<file path="src/rtl/control_sequencer.sv">
// Hardwired control sequencer: steps fetch (T0-T2) and execute (T3-T5) from a
// registered state and drives the datapath register-transfer strobes.
module control_sequencer #(
    parameter int OPCODE_W     = 5,
    parameter int CNT_W        = 16,
    parameter int MEM_WAIT_MAX = 15
) (
    input  logic                Clock,
    input  logic                Reset_n,
    input  logic                Run,
    input  logic [31:0]         IR,
    input  logic                Mem_ack,
    output logic                PCout,
    output logic                Zlowout,
    output logic                MDRout,
    output logic                MARin,
    output logic                ZLowIn,
    output logic                PCin,
    output logic                MDRin,
    output logic                IRin,
    output logic                Yin,
    output logic                IncPC,
    output logic                Read,
    output logic                Gra,
    output logic                Grb,
    output logic                Grc,
    output logic                Rin,
    output logic                Rout,
    output logic [OPCODE_W-1:0] ALU_op,
    output logic                Busy,
    output logic                Halted,
    output logic [1:0]          Fault,
    output logic [CNT_W-1:0]    Instr_count
);

    localparam int WAIT_W = $clog2(MEM_WAIT_MAX + 1);

    localparam logic [3:0] ST_IDLE  = 4'd0;
    localparam logic [3:0] ST_T0    = 4'd1;
    localparam logic [3:0] ST_T1    = 4'd2;
    localparam logic [3:0] ST_T2    = 4'd3;
    localparam logic [3:0] ST_T3    = 4'd4;
    localparam logic [3:0] ST_T4    = 4'd5;
    localparam logic [3:0] ST_T5    = 4'd6;
    localparam logic [3:0] ST_HALT  = 4'd7;
    localparam logic [3:0] ST_FAULT = 4'd8;

    localparam logic [OPCODE_W-1:0] OP_ALU_LAST = OPCODE_W'(5'b01010);
    localparam logic [OPCODE_W-1:0] OP_NOP      = OPCODE_W'(5'b11010);
    localparam logic [OPCODE_W-1:0] OP_HALT     = OPCODE_W'(5'b11011);

    logic [3:0]          state;
    logic [3:0]          next_state;
    logic [WAIT_W-1:0]   wait_cnt;
    logic [OPCODE_W-1:0] opcode;
    logic                is_alu;
    logic                is_nop;
    logic                is_halt;
    logic                retire;
    logic                unused_ir_fields;

    // Register-select fields are decoded by the datapath, not here
    assign unused_ir_fields = ^IR[31-OPCODE_W:0];

    assign opcode  = IR[31 -: OPCODE_W];
    assign is_alu  = (opcode <= OP_ALU_LAST);
    assign is_nop  = (opcode == OP_NOP);
    assign is_halt = (opcode == OP_HALT);
    assign retire  = (state == ST_T5) || ((state == ST_T3) && (is_nop || is_halt));

    always_comb begin
        next_state = state;
        case (state)
            ST_IDLE:  if (Run) next_state = ST_T0;
            ST_T0:    next_state = ST_T1;
            ST_T1: begin
                if (Mem_ack)
                    next_state = ST_T2;
                else if (wait_cnt == WAIT_W'(MEM_WAIT_MAX - 1))
                    next_state = ST_FAULT;
            end
            ST_T2:    next_state = ST_T3;
            ST_T3: begin
                if (is_alu)       next_state = ST_T4;
                else if (is_nop)  next_state = Run ? ST_T0 : ST_IDLE;
                else if (is_halt) next_state = ST_HALT;
                else              next_state = ST_FAULT;
            end
            ST_T4:    next_state = ST_T5;
            ST_T5:    next_state = Run ? ST_T0 : ST_IDLE;
            ST_HALT:  next_state = ST_HALT;
            ST_FAULT: next_state = ST_FAULT;
            default:  next_state = ST_IDLE;
        endcase
    end

    // wait_cnt counts T1 cycles already spent without Mem_ack; zero on T1 entry
    always_ff @(posedge Clock or negedge Reset_n) begin
        if (!Reset_n) begin
            state       <= ST_IDLE;
            wait_cnt    <= '0;
            Fault       <= 2'd0;
            Instr_count <= '0;
        end else begin
            state <= next_state;
            if ((state == ST_T1) && (next_state == ST_T1))
                wait_cnt <= wait_cnt + WAIT_W'(1);
            else
                wait_cnt <= '0;
            if ((state == ST_T1) && (next_state == ST_FAULT))
                Fault <= 2'd2;
            else if ((state == ST_T3) && (next_state == ST_FAULT))
                Fault <= 2'd1;
            if (retire)
                Instr_count <= Instr_count + CNT_W'(1);
        end
    end

    always_comb begin
        PCout   = 1'b0;
        Zlowout = 1'b0;
        MDRout  = 1'b0;
        MARin   = 1'b0;
        ZLowIn  = 1'b0;
        PCin    = 1'b0;
        MDRin   = 1'b0;
        IRin    = 1'b0;
        Yin     = 1'b0;
        IncPC   = 1'b0;
        Read    = 1'b0;
        Gra     = 1'b0;
        Grb     = 1'b0;
        Grc     = 1'b0;
        Rin     = 1'b0;
        Rout    = 1'b0;
        ALU_op  = '0;
        case (state)
            ST_T0: begin
                PCout  = 1'b1;
                MARin  = 1'b1;
                IncPC  = 1'b1;
                ZLowIn = 1'b1;
            end
            ST_T1: begin
                Zlowout = 1'b1;
                Read    = 1'b1;
                MDRin   = 1'b1;
                PCin    = (wait_cnt == '0);
            end
            ST_T2: begin
                MDRout = 1'b1;
                IRin   = 1'b1;
            end
            ST_T3: begin
                Grb  = is_alu;
                Rout = is_alu;
                Yin  = is_alu;
            end
            ST_T4: begin
                Grc    = 1'b1;
                Rout   = 1'b1;
                ZLowIn = 1'b1;
                ALU_op = opcode;
            end
            ST_T5: begin
                Zlowout = 1'b1;
                Gra     = 1'b1;
                Rin     = 1'b1;
            end
            default: ;
        endcase
    end

    assign Busy   = (state != ST_IDLE) && (state != ST_HALT) && (state != ST_FAULT);
    assign Halted = (state == ST_HALT);

endmodule
</file>
<file path="config.mk">
export PLATFORM = sky130hd
export DESIGN_NAME = control_sequencer
export DESIGN_NICKNAME = d
export VERILOG_FILES = /design/src/rtl/control_sequencer.sv
export SDC_FILE = /design/constraint.sdc
export NUM_CORES = 1
export LEC_CHECK = 0
export CAP_MARGIN = 20
export CORE_MARGIN = 5
export CORE_UTILIZATION = 30
export DETAILED_ROUTE_END_ITERATION = 10
export HOLD_SLACK_MARGIN = 0.03
export PLACE_DENSITY = 0.67
export SYNTH_ARGS = -nofsm -noshare
export SYNTH_HDL_FRONTEND = slang
export SYNTH_SLANG_ARGS = --single-unit
</file>
<file path="constraint.sdc">
create_clock -name Clock -period 1.6 [get_ports Clock]
set_clock_uncertainty 0.15 [all_clocks]
set_input_delay 0.32 -clock Clock [delete_from_list [all_inputs] [get_ports Clock]]
set_output_delay 0.32 -clock Clock [all_outputs]
set_load 0.05 [all_outputs]
</file>
Word-level counts from Yosys, hierarchy flattened
Cells that the tools add are included.
{ "classes": {"n_addsub": 2, "n_lt_le_gt_ge": 1, "n_eq_ne": 15, "mux": 22, "n_reduce_logical": 14} }
{ "ops": {"columns": ["cell", "n"], "rows": [
  ["one-hot mux 4 bit (9 select lines)", 1],
  ["2-to-1 mux 4 bit", 7],
  ["adder 16 x 1 -> 16 bit (second input constant)", 1],
  ["== test 4 x 3 -> 1 bit (second input constant)", 4],
  ["== test 4 x 2 -> 1 bit (second input constant)", 3],
  ["== test 4 bit (second input constant)", 3],
  ["== test 5 bit (second input constant)", 2],
  ["2-to-1 mux 1 bit", 10],
  ["zero test 4 bit", 2],
  ["logical AND 1 bit", 6],
  ["<= comparator 5 x 4 -> 1 bit (second input constant)", 1],
  ["2-to-1 mux 5 bit", 1],
  ["adder 4 x 1 -> 4 bit (second input constant)", 1],
  ["== test 4 x 1 -> 1 bit (second input constant)", 1],
  ["2-to-1 mux 2 bit", 2],
  ["!= test 4 x 3 -> 1 bit (second input constant)", 1],
  ["!= test 4 bit (second input constant)", 1],
  ["nonzero test 4 bit", 1],
  ["OR reduction 2 bit", 2],
  ["logical OR 1 bit", 2],
  ["one-hot mux 1 bit (2 select lines)", 1],
  ["nonzero test 2 bit", 1]
]} }
{ "totals": {"reg_bits": 26, "out_inout_bits": 41, "wordCells": 58} }

Logic depth before layout (Yosys ltp)
Gate-level depths: netlist of run 1.
{ "depth": {"depth_word": 9, "mapped_depth": 6} }

Least setup slack after synthesis of run 1
OpenSTA, ideal clock, no wires.
{ "synth_path": {"path_kind": "register to output", "start": "reg state[1]", "end": "out MARin", "arrival_time_ns": 2.719, "t_required_ns": 1.130, "path_slack_ns": -1.589, "stages_incl_launch_ff": 4, "path_cell_list": "dfrtp_1 -> buf_2 -> nor4_1 -> buf_4"} }
{ "synth_via": {"elab_chain_cells": 2} }
{ "synth_lines": {"columns": ["item", "line_no", "text"], "rows": [
  ["start: declaration", "52", "logic [3:0] state;"],
  ["start signal: assignment", "105", "state <= next_state;"],
  ["== test 4 x 1 -> 1 bit", null, null],
  ["2-to-1 mux 1 bit", null, null],
  ["end: declaration", "16", "output logic MARin,"]
]} }
No other way between the ends.

Worst setup path after layout of run 1
{ "layout_path": {"start": "reg state[2]", "end": "out PCin"} }
{ "layout_via": {"elab_chain_cells": 2} }
{ "layout_lines": {"columns": ["item", "line_no", "text"], "rows": [
  ["== test 4 x 2 -> 1 bit", "137", "case (state)"],
  ["2-to-1 mux 1 bit", "137", null],
  ["end: declaration", "18", "output logic PCin,"]
]} }
No other way between the ends.

==> impl_metrics.csv, run 1 <==
group,metric,value,unit
synthesis,synth.distinct_cells,45,
worst_setup_path,setup.worst_path.end_class,"output port",
sta,fmaxAchievable,506.3,MHz
pwr,power.leakage,1.540,nW
clocking,cts_tree,"done",
clocking,cts_buffers,3,
worst_setup_path,cp_cell_sequence,"buf_6 -> buf_6 -> nor3_4 -> and3_4 -> buf_12",
placed_design,dpl_cell_area,2839,µm²
worst_setup_path,cp_top_family,"flip-flops",
routing,initialDrtViolationCount,35,
sta,hold_viol,0,
run_status,status,"finished, violations left",
sta,maxSlewHeadroom,70.64,%
sta,slew_viol_final,0,
routing,viasPerCell,4.713,
die,die-area,6553,µm²
synthesis,synth_area_per_cell,9.681,µm²
worst_setup_path,cp.required,1130,ps
worst_setup_path,worstPathArrival,1510,ps
pwr,pwr_density_cell,348.4,nW/µm²
min_path,hold_class,"input pin to asynchronous set/reset pin",
run_status,violations,"setup timing",
synthesis,syn_nets,196,
clocking,clkTransAtPathRegs,90,ps
cells_and_area,n_antenna_cell,0,
die,core_area,4817,µm²
routing,post_drt_wl_per_cell,14.08,µm
cells_and_area,drive_gt1_share,65.37,%
placed_design,place_congestion,0.7802,
routing,post-route-drc-count,0,
die,die_w,80.95,µm
cells_and_area,utilization,68.81,%
die,io_pins,77,
sta,fin_crit,1975,ps
placed_design,hpwl,3.212,mm
clocking,clk_latency,270,ps
die,start_util,31.35,%
global_route,grt_pass1_wl,7.438,mm
global_route,grt_max_degree,27,
sta,grt_setup_unrepaired,"yes",
pwr,ir_drop,0.3193,mV
cells_and_area,layout_common_cells,"42 x buf_12, 29 x buf_4, 29 x buf_6, 13 x dfrtp_1, 13 x dfrtp_2",
worst_setup_path,path_class,"register to output port",
routing,antenna_left,0,
worst_setup_path,slowest_delay,450,ps
synthesis,syn-cell-area,1510,µm²
die,die_h,80.95,µm
synthesis,ys_warn_count,0,
sta,timing.hold.ws,238.9,ps
flow_run,cap_violations,0,
clocking,cts.sinks,26,
global_route,antenna_found_initial,0,
global_route,grt_use_total,14.36,%
clocking,cts_root_buffer,"clkbuf_8",
pwr,p_total,1.155,mW
worst_setup_path,crit_path_start_kind,"register",
sta,fin_ws,-375.1,ps
worst_setup_path,crit_fanout,4,
sta,worst_pin_slew,437.1,ps
sta,fin_crit_sh,123.4,%
routing,drtPass1Iterations,4,
synthesis,synthCells,156,
synthesis,ys_ff_latch,26,
cells_and_area,seq_area,666.9,µm²
sta,setup_viol,45,
sta,setup-tns-final,-11850,ps
clocking,clock_path_buffers,2,
global_route,overflow,0,
cells_and_area,final_common_cell,"buf_12",
routing,wirelength,4.562,mm
routing,vias,1527,
die,rows,25,
worst_setup_path,critical_path_buf_inv_count,3,
cells_and_area,areaGrowthSynthToFinish,119.5,%
clocking,cts_hold_buffers,0,
cells_and_area,final_cells,324,
cells_and_area,design_area,3314,µm²
clocking,htreeDepth,1,
synthesis,ys_seq_area_share,43.08,%
placed_design,place_ws,-566.4,ps
cells_and_area,nets,298,
worst_setup_path,crit_top_cell,"buf_6",
placed_design,placed_cells,299,
cells_and_area,fill_cells,355,
worst_setup_path,crit_slowest_cell,"dfrtp_2",
global_route,grt_pass1_vias,1548,
placed_design,portBuffers,49,
cells_and_area,multi_input_area,1016,µm²
-- cell type report --
type / instances / area share, %
Clock buffer: 4 / 1.661
Inverter: 9 / 1.019
Multi-Input combinational cell: 110 / 30.65
Timing Repair Buffer: 108 / 44.02
Sequential cell: 26 / 20.12
Tap cell: 67 / 2.529
-- sequential cells by signal, indices dropped and copies added, names as in the netlist --
name and cells:
wait_cnt 4, Fault 2, Instr_count 16, state 4
-- cell usage after synthesis, drive strengths merged --
cell type | n | area, µm²
a211o | 1 | 8.760
a211oi | 2 | 20.02
a21o | 2 | 16.27
a21oi | 2 | 10.01
a221oi | 1 | 8.760
and2 | 2 | 12.51
and2b | 1 | 7.510
and3 | 11 | 68.82
and4 | 1 | 8.760
and4b | 3 | 30.03
and4bb | 1 | 12.51
buf | 9 | 66.31
clkbuf | 2 | 7.510
dfrtp | 26 | 650.6
ha | 4 | 50.05
inv | 9 | 33.78
mux2 | 1 | 11.26
nand2 | 12 | 45.04
nand2b | 2 | 20.02
nand3 | 7 | 35.03
nand3b | 1 | 11.26
nand4 | 2 | 12.51
nand4b | 1 | 8.760
nor2 | 13 | 48.80
nor2b | 1 | 6.260
nor3 | 7 | 40.04
nor4 | 1 | 6.260
o2111a | 1 | 12.51
o2111ai | 1 | 8.760
o211a | 1 | 10.01
o211ai | 1 | 7.510
o21a | 1 | 7.510
o21ai | 5 | 25.02
o2bb2ai | 1 | 8.760
o31a | 1 | 8.760
or2 | 1 | 6.260
or3b | 1 | 8.760
xnor2 | 11 | 96.34
xor2 | 6 | 52.55
-- power breakdown --
| group | switching, mW | internal (mW) | leakage, nW |
|---|---|---|---|
| sequential | 0 | 0.656 | 0.312 |
| combinational | 0.0372 | 0.0350 | 1.20 |
| clock | 0.206 | 0.220 | 0.0288 |
-- routing by layer --
metal	share of wire, %	GRT usage, %
met1	43	17.70
met2	51	25.78
met3	5.0	2.661
met4	0.64	3.378
met5	0	0
-- worst paths after layout --
check,from,end,slack [ps],depth (start not counted)
min in group Clock,Instr_count[7],Instr_count[7],380,1
worst min register to register,Instr_count[7],Instr_count[7],380,1
worst min-delay path,Reset_n,wait_cnt[1],240,2
max in group asynchronous,Reset_n,Instr_count[4],890,2
worst max register to register,state[0],Instr_count[7],-320,6
worst max-delay path,state[2],PCin,-380,5
-- worst register-to-register path: stages, from the launching register on --
cell and delay (ps):
dfrtp_2 460, buf_4 150, buf_6 110, and4bb_1 310
o2111a_2 310, and3_4 200, xor2_1 150
-- what timing repair did --
action,4_1_cts,5_1_grt
pin swaps,27,15
buffers inserted,14,10
endpoints found under the setup margin,48,47
hold endpoints to repair,0,0
resized for setup,51,28
-- kinds of logic (layout without fill, tap and decap cells) --
family / count (synthesis) / after routing / share of synthesized area, %
flops: 26 / 26 / 43.08
fa+ha+maj: 4 / 4 / 3.314
mux: 1 / 1 / 0.7456
simple gates: 68 / 68 / 25.77
xor+xnor: 17 / 17 / 9.859
compound gates: 20 / 20 / 10.11
buf+inv: 20 / 121 / 7.125
No activity file was read; power rests on OpenSTA's default activity.
==> run 2, diff against run 1 <==
--- a/config.mk
+++ b/config.mk
@@ -9,7 +9,8 @@
 export CORE_MARGIN = 5
 export CORE_UTILIZATION = 30
 export DETAILED_ROUTE_END_ITERATION = 10
-export HOLD_SLACK_MARGIN = 0.03
+export GPL_ROUTABILITY_DRIVEN = 0
+export HOLD_SLACK_MARGIN = 0.05
 export PLACE_DENSITY = 0.67
 export SYNTH_ARGS = -nofsm -noshare
 export SYNTH_HDL_FRONTEND = slang
==> results of run 2 <==
Same layout as run 1: the final DEF is identical, and so are final timing and power.
